==> src/rtl/color_menu_ctrl_if.sv <==
// Button-side and driver-side signals of the colour selection menu.
// The bench side is master; the controller side is slave.
interface color_menu_ctrl_if;
  logic       en;
  logic       btn_next;
  logic       btn_prev;
  logic       btn_sel;
  logic [3:0] cmode_colorch;
  logic       cmode_btn0;
  logic [3:0] confirmed_color;
  logic       menu_active;

  modport master (
    output en, btn_next, btn_prev, btn_sel,
    input  cmode_colorch, cmode_btn0, confirmed_color, menu_active
  );

  modport slave (
    input  en, btn_next, btn_prev, btn_sel,
    output cmode_colorch, cmode_btn0, confirmed_color, menu_active
  );
endinterface

==> src/rtl/color_menu_ctrl.sv <==
// Colour menu front end for the RGB PWM driver: debounces next/prev/select,
// browses a wrapping colour index with auto-repeat and emits a confirm strobe.
//
// state   | meaning
// IDLE    | menu disabled, outputs held, edges ignored
// BROWSE  | index follows next/prev edges and auto-repeat
// CONFIRM | one-cycle confirm strobe on cmode_btn0
module color_menu_ctrl #(
  parameter int DEBOUNCE_CYCLES = 1000000,
  parameter int NUM_COLORS      = 13,
  parameter int REPEAT_DELAY    = 50000000,
  parameter int REPEAT_PERIOD   = 20000000
) (
  input  logic              clk,
  input  logic              nrst,
  color_menu_ctrl_if.slave  bus
);

  localparam int DW = $clog2(DEBOUNCE_CYCLES + 1);
  localparam int RW = $clog2(REPEAT_DELAY + 1);
  localparam logic [3:0]    LAST_IDX   = 4'(NUM_COLORS - 1);
  localparam logic [DW-1:0] DEB_LAST   = DW'(DEBOUNCE_CYCLES - 1);
  localparam logic [RW-1:0] RPT_FIRE   = RW'(REPEAT_DELAY - 1);
  localparam logic [RW-1:0] RPT_RELOAD = RW'(REPEAT_DELAY - REPEAT_PERIOD);

  typedef enum logic [1:0] {IDLE, BROWSE, CONFIRM} state_t;

  state_t        state;
  logic [2:0]    raw;
  logic [2:0]    sync1;
  logic [2:0]    sync2;
  logic [2:0]    deb;
  logic [2:0]    deb_q;
  logic [2:0]    rise;
  logic [DW-1:0] deb_cnt [3];
  logic [RW-1:0] hold_cnt;
  logic          hold_on;
  logic          rpt_fire;
  logic          next_e;
  logic          prev_e;
  logic          sel_e;
  logic          step_up;
  logic          step_dn;
  logic [3:0]    colorch;
  logic [3:0]    confirmed;
  logic          strobe;
  logic          active;

  // bit 0 = next, bit 1 = prev, bit 2 = select
  assign raw = {bus.btn_sel, bus.btn_prev, bus.btn_next};

  always_ff @(posedge clk or negedge nrst) begin
    if (!nrst) begin
      sync1 <= '0;
      sync2 <= '0;
      deb_q <= '0;
    end else begin
      sync1 <= raw;
      sync2 <= sync1;
      deb_q <= deb;
    end
  end

  always_ff @(posedge clk or negedge nrst) begin
    if (!nrst) begin
      deb <= '0;
      for (int i = 0; i < 3; i++) deb_cnt[i] <= '0;
    end else begin
      for (int i = 0; i < 3; i++) begin
        if (sync2[i] == deb[i]) begin
          deb_cnt[i] <= '0;
        end else if (deb_cnt[i] == DEB_LAST) begin
          deb_cnt[i] <= '0;
          deb[i]     <= ~deb[i];
        end else begin
          deb_cnt[i] <= deb_cnt[i] + 1'b1;
        end
      end
    end
  end

  assign rise   = deb & ~deb_q;
  assign next_e = rise[0];
  assign prev_e = rise[1];
  assign sel_e  = rise[2];

  // Hold timer runs only while exactly one direction is held in BROWSE.
  assign hold_on  = (state == BROWSE) && bus.en && (deb[0] ^ deb[1]);
  assign rpt_fire = hold_on && (hold_cnt == RPT_FIRE);

  always_ff @(posedge clk or negedge nrst) begin
    if (!nrst) begin
      hold_cnt <= '0;
    end else if (!hold_on) begin
      hold_cnt <= '0;
    end else if (rpt_fire) begin
      hold_cnt <= RPT_RELOAD;
    end else begin
      hold_cnt <= hold_cnt + 1'b1;
    end
  end

  assign step_up = (next_e & ~prev_e) | (rpt_fire & deb[0]);
  assign step_dn = (prev_e & ~next_e) | (rpt_fire & deb[1]);

  always_ff @(posedge clk or negedge nrst) begin
    if (!nrst) begin
      state     <= IDLE;
      colorch   <= '0;
      confirmed <= '0;
      strobe    <= 1'b0;
      active    <= 1'b0;
    end else begin
      strobe <= 1'b0;
      if (!bus.en) begin
        state  <= IDLE;
        active <= 1'b0;
      end else begin
        case (state)
          IDLE: begin
            state   <= BROWSE;
            active  <= 1'b1;
            colorch <= '0;
          end
          BROWSE: begin
            // Select outranks any direction step arriving in the same cycle.
            if (sel_e) begin
              state     <= CONFIRM;
              strobe    <= 1'b1;
              confirmed <= colorch;
            end else if (step_up) begin
              colorch <= (colorch == LAST_IDX) ? 4'd0 : colorch + 4'd1;
            end else if (step_dn) begin
              colorch <= (colorch == 4'd0) ? LAST_IDX : colorch - 4'd1;
            end
          end
          CONFIRM: begin
            state <= BROWSE;
          end
          default: begin
            state  <= IDLE;
            active <= 1'b0;
          end
        endcase
      end
    end
  end

  assign bus.cmode_colorch   = colorch;
  assign bus.cmode_btn0      = strobe;
  assign bus.confirmed_color = confirmed;
  assign bus.menu_active     = active;

endmodule

==> src/flat_wrapper.sv <==
// flat-port wrapper written by rule: the top's interface ports become plain ports
module color_menu_ctrl_flat 
#(
  parameter int DEBOUNCE_CYCLES = 1000000,
  parameter int NUM_COLORS      = 13,
  parameter int REPEAT_DELAY    = 50000000,
  parameter int REPEAT_PERIOD   = 20000000
)
  (clk, nrst, bus_en, bus_btn_next, bus_btn_prev, bus_btn_sel, bus_cmode_colorch, bus_cmode_btn0, bus_confirmed_color, bus_menu_active);
  color_menu_ctrl_if bus_i ();
  input  logic clk;
  input  logic nrst;
  input wire logic [$bits(bus_i.en)-1:0] bus_en;
  input wire logic [$bits(bus_i.btn_next)-1:0] bus_btn_next;
  input wire logic [$bits(bus_i.btn_prev)-1:0] bus_btn_prev;
  input wire logic [$bits(bus_i.btn_sel)-1:0] bus_btn_sel;
  output wire logic [$bits(bus_i.cmode_colorch)-1:0] bus_cmode_colorch;
  output wire logic [$bits(bus_i.cmode_btn0)-1:0] bus_cmode_btn0;
  output wire logic [$bits(bus_i.confirmed_color)-1:0] bus_confirmed_color;
  output wire logic [$bits(bus_i.menu_active)-1:0] bus_menu_active;
  assign bus_i.en = bus_en;
  assign bus_i.btn_next = bus_btn_next;
  assign bus_i.btn_prev = bus_btn_prev;
  assign bus_i.btn_sel = bus_btn_sel;
  assign bus_cmode_colorch = bus_i.cmode_colorch;
  assign bus_cmode_btn0 = bus_i.cmode_btn0;
  assign bus_confirmed_color = bus_i.confirmed_color;
  assign bus_menu_active = bus_i.menu_active;
  color_menu_ctrl #(.DEBOUNCE_CYCLES(DEBOUNCE_CYCLES), .NUM_COLORS(NUM_COLORS), .REPEAT_DELAY(REPEAT_DELAY), .REPEAT_PERIOD(REPEAT_PERIOD)) u_core (.clk(clk), .nrst(nrst), .bus(bus_i));
endmodule
==> config.mk <==
export PLATFORM = sky130hd
export DESIGN_NAME = color_menu_ctrl_flat
export DESIGN_NICKNAME = d
export VERILOG_FILES = /design/src/rtl/color_menu_ctrl_if.sv /design/src/rtl/color_menu_ctrl.sv /design/src/flat_wrapper.sv
export SDC_FILE = /design/constraint.sdc
export NUM_CORES = 1
export LEC_CHECK = 0
export ABC_AREA = 1
export CORE_MARGIN = 2
export CORE_UTILIZATION = 40
export DETAILED_ROUTE_END_ITERATION = 10
export HOLD_SLACK_MARGIN = 0.05
export PLACE_DENSITY = 0.67
export SYNTH_ARGS = -nofsm -noshare
export SYNTH_HDL_FRONTEND = slang
export SYNTH_SLANG_ARGS = --single-unit
==> constraint.sdc <==
create_clock -name clk -period 1.63 [get_ports clk]
set_input_delay 0.326 -clock clk [delete_from_list [all_inputs] [get_ports clk]]
set_output_delay 0.326 -clock clk [all_outputs]
set_load 0.1 [all_outputs]
==> reports/qor.yml <==
status: "complete, but fails checks"
violations: "negative setup slack"
path_clk_slew_ps: 80
syn_to_final_growth_pct: 36.8
multi_input_area_um2: 3080
gr-total-overflow: 0
max_stage_delay_ps: 360
synth_area_um2: 5770
track_usage: 0.177
regToRegSetupSlack_ps: -190
min_path_type: "flop to flop"
reg2reg_to: "u_core.hold_cnt[20]"
rsz0062_at_grt: "true"
die_w_um: 124
cts_sinks: 110
crit_family: "simple AND/OR/NAND/NOR gates"
peakVddDrop_mv: 0.594
fin_crit_sh: 1.12
synth_top_area_frac: 0.477
hold_viol_final: 0
synth_common_cells: "nand2_1 (127), dfrtp_1 (110), nor2_1 (107), inv_1 (96), nand3_1 (44)"
tightest_slew_ps: 480
grt_max_degree: 45
yosysMostFrequentCell: "nand2_1"
p_per_area_nw_per_um2: 838
crit_type: "flop to flop"
met1_usage: 0.240
whs_path_depth: 0
fmax_mhz: 549
h-tree-depth: 3
arrival_ps: 2070
critPathBufInv: 0
synth_area_leaders: "dfrtp_1 (48%), nand2_1 (8.3%), nor2_1 (7.0%)"
seq_area_um2: 2770
seq_power_share: 0.446
period_minus_slack_ps: 1820
intPower_mw: 4.52
drt_iter0_drc: 422
coreArea_um2: 14000
endpoint_kind: "flop"
pwr-share-clk: 0.329
swShare: 0.317
slowest_stage: "dfrtp_1"
path_cells: "ha_2, nand2_2, nor2_4, nand3_2, nor2_4, nand2_2, nor3_4, nand3_1, xor2_1, nor2_1"
dieArea_um2: 15400
power_frac_comb: 0.225
r2r_start: "u_core.hold_cnt[1]"
dp_cells: 986
diodes: 0
worstPathRequired_ps: 1880
clk_latency_ps: 360
setup_viol_count_final: 16
antenna_found_initial: 0
yosys_most_used_dff: "dfrtp_1"
timing.max_cap.violations: 0
leakage_nw: 3.50
wl_per_cell_um: 12.9
netlist_instances: 713
ys_ff_latch: 110
vias_per_cell: 4.92
start_util: 0.413
die-height_um: 124
nNetsFinal: 858
synth.distinct_cells: 40
fin_ws_ps: -191
gp_congestion: 0.946
met3_usage: 0.0421
postRouteWirelength_um: 13300
cts-buffers-inserted: 9
via_count: 5055
clockBufferDepth: 2
fillCellCount: 1231
drc: 0
finalNonFillerCells: 1027
hold_start: "u_core.sync1[2]"
drive_above_1_share: 0.323
r2r_cells: 10
ios: 16
path_max_fanout: 4
syn_nets: 729
min_to: "u_core.sync2[2]"
port_buffers: 15
yosysSeqAreaShare: 0.477
grt.busiest_layer: "met2"
grt_pass1_vias: 4749
report.final.slew_viol_count: 0
synth_edf_count: 0
p_sw_mw: 2.10
firstDrtPassIters: 5
row_count: 43
skew_ps: 8.80
yosysTopAreaCell: "dfrtp_1"
root_buffer: "clkbuf_16"
cts_tree: "yes"
grt_pass1_wl_um: 21500
syn_area_per_cell_um2: 8.10
dpl_cell_area_um2: 6910
post-route-cell-area_um2: 7900
dpl.hpwl_um: 8990
yosysWarningCount: 0
slew_headroom: 0.678
synthArstFlopShare: 1.00
met2_usage: 0.284
critical_path.startpoint_type: "flop"
ant_nets: 0
[kinds of logic after synthesis]
kind of cell / after synthesis / share of synthesized area
simple gates: 380 / 0.310
flops: 110 / 0.477
buf+inv: 105 / 0.0696
compound gates: 73 / 0.0681
xor+xnor: 33 / 0.0501
fa+ha+maj: 10 / 0.0217
mux: 2 / 0.00390
[power groups by stage]
stage | Combinational [mW] | Clock, mW | Sequential [mW]
floorplan | 0.512 | 0 | 3.33
global placement | 1.40 | 0 | 3.01
detailed placement | 1.40 | 0 | 3.01
CTS | 1.44 | 2.26 | 2.95
global route | 1.63 | 2.36 | 2.97
finish | 1.49 | 2.18 | 2.95
[repair_timing]
item                                   4_1_cts  5_1_grt
gates resized for setup                     33      113
setup buffers                                8       15
endpoints found under the hold margin       11        0
hold buffers                                 1        0
pin swaps                                   18       46
setup endpoints to repair                   35       66
gates cloned                                 0        1
[state kept, by name, summed over array words and instances, names as in the netlist]
register,flops
u_core.deb,3
u_core.bus.cmode_btn0,1
u_core.sync2,3
u_core.bus.confirmed_color,4
u_core.deb_cnt,60
u_core.bus.cmode_colorch,4
u_core.state,2
u_core.sync1,3
u_core.bus.menu_active,1
u_core.deb_q,3
u_core.hold_cnt,26
[final cells by class]
class                   count  share of cell area
multi-input cells         498               0.390
flip-flops and latches    110               0.351
repair buffers            124               0.145
inverters                  99              0.0483
clock buffers              10              0.0303
well taps                 180              0.0285
clock inverters             6             0.00697
[per-layer routing]
| metal | wire (um) | share of wire |
|---|---|---|
| met1 | 6120 | 0.46 |
| met2 | 6450 | 0.49 |
| met3 | 456 | 0.034 |
| met4 | 246 | 0.019 |
| met5 | 0 | 0 |
[placed cells by master (no fill, tap or decap), types with 6 or more instances in the layout]
master	instances
a21oi_1	29
buf_12	14
buf_4	97
buf_6	8
clkbuf_16	9
dfrtp_1	102
inv_1	80
inv_2	16
nand2_1	108
nand2_2	22
nand3_1	27
nand3_2	18
nand4_1	24
nor2_1	89
nor2_2	12
nor2_4	13
nor3_1	20
nor3_2	7
nor3b_1	6
o21ai_0	21
xnor2_1	12
xor2_1	21
[stage by stage]
stage               total power, mW  hold WS [ps]  setup slack [ps]  utilization  TNS, ps
floorplan                      3.85          30.4              14.2            -        0
global placement               4.41           196              -290        0.494    -4860
detailed placement             4.40           196              -313        0.494    -5620
CTS                            6.65           352              -105        0.530     -641
global route                   6.96           355              -281        0.564    -4570
finish                         6.62           349              -191        0.564    -1030
[worst max-delay path by stage]
stage,slack (ps),cells after the start,start,to
6_report,-190,10,u_core.hold_cnt[1],u_core.hold_cnt[20]
5_1_grt,-280,10,u_core.hold_cnt[0],u_core.hold_cnt[20]
4_1_cts,-100,10,u_core.hold_cnt[1],u_core.hold_cnt[20]
3_5_place_dp,-310,12,bus_en,u_core.bus.cmode_colorch[2]
3_3_place_gp,-290,12,bus_en,u_core.bus.cmode_colorch[3]
2_1_floorplan,10,13,u_core.state[1],u_core.bus.cmode_colorch[3]
[worst reg2reg max path: stages, from the launching register on]
cell	delay [ps]
dfrtp_1	360
ha_2	190
nand2_2	70
nor2_4	180
nand3_2	120
nor2_4	130
nand2_2	80
nor3_4	180
nand3_1	130
xor2_1	200
nor2_1	70
No activity file was read; power rests on OpenSTA's default activity.
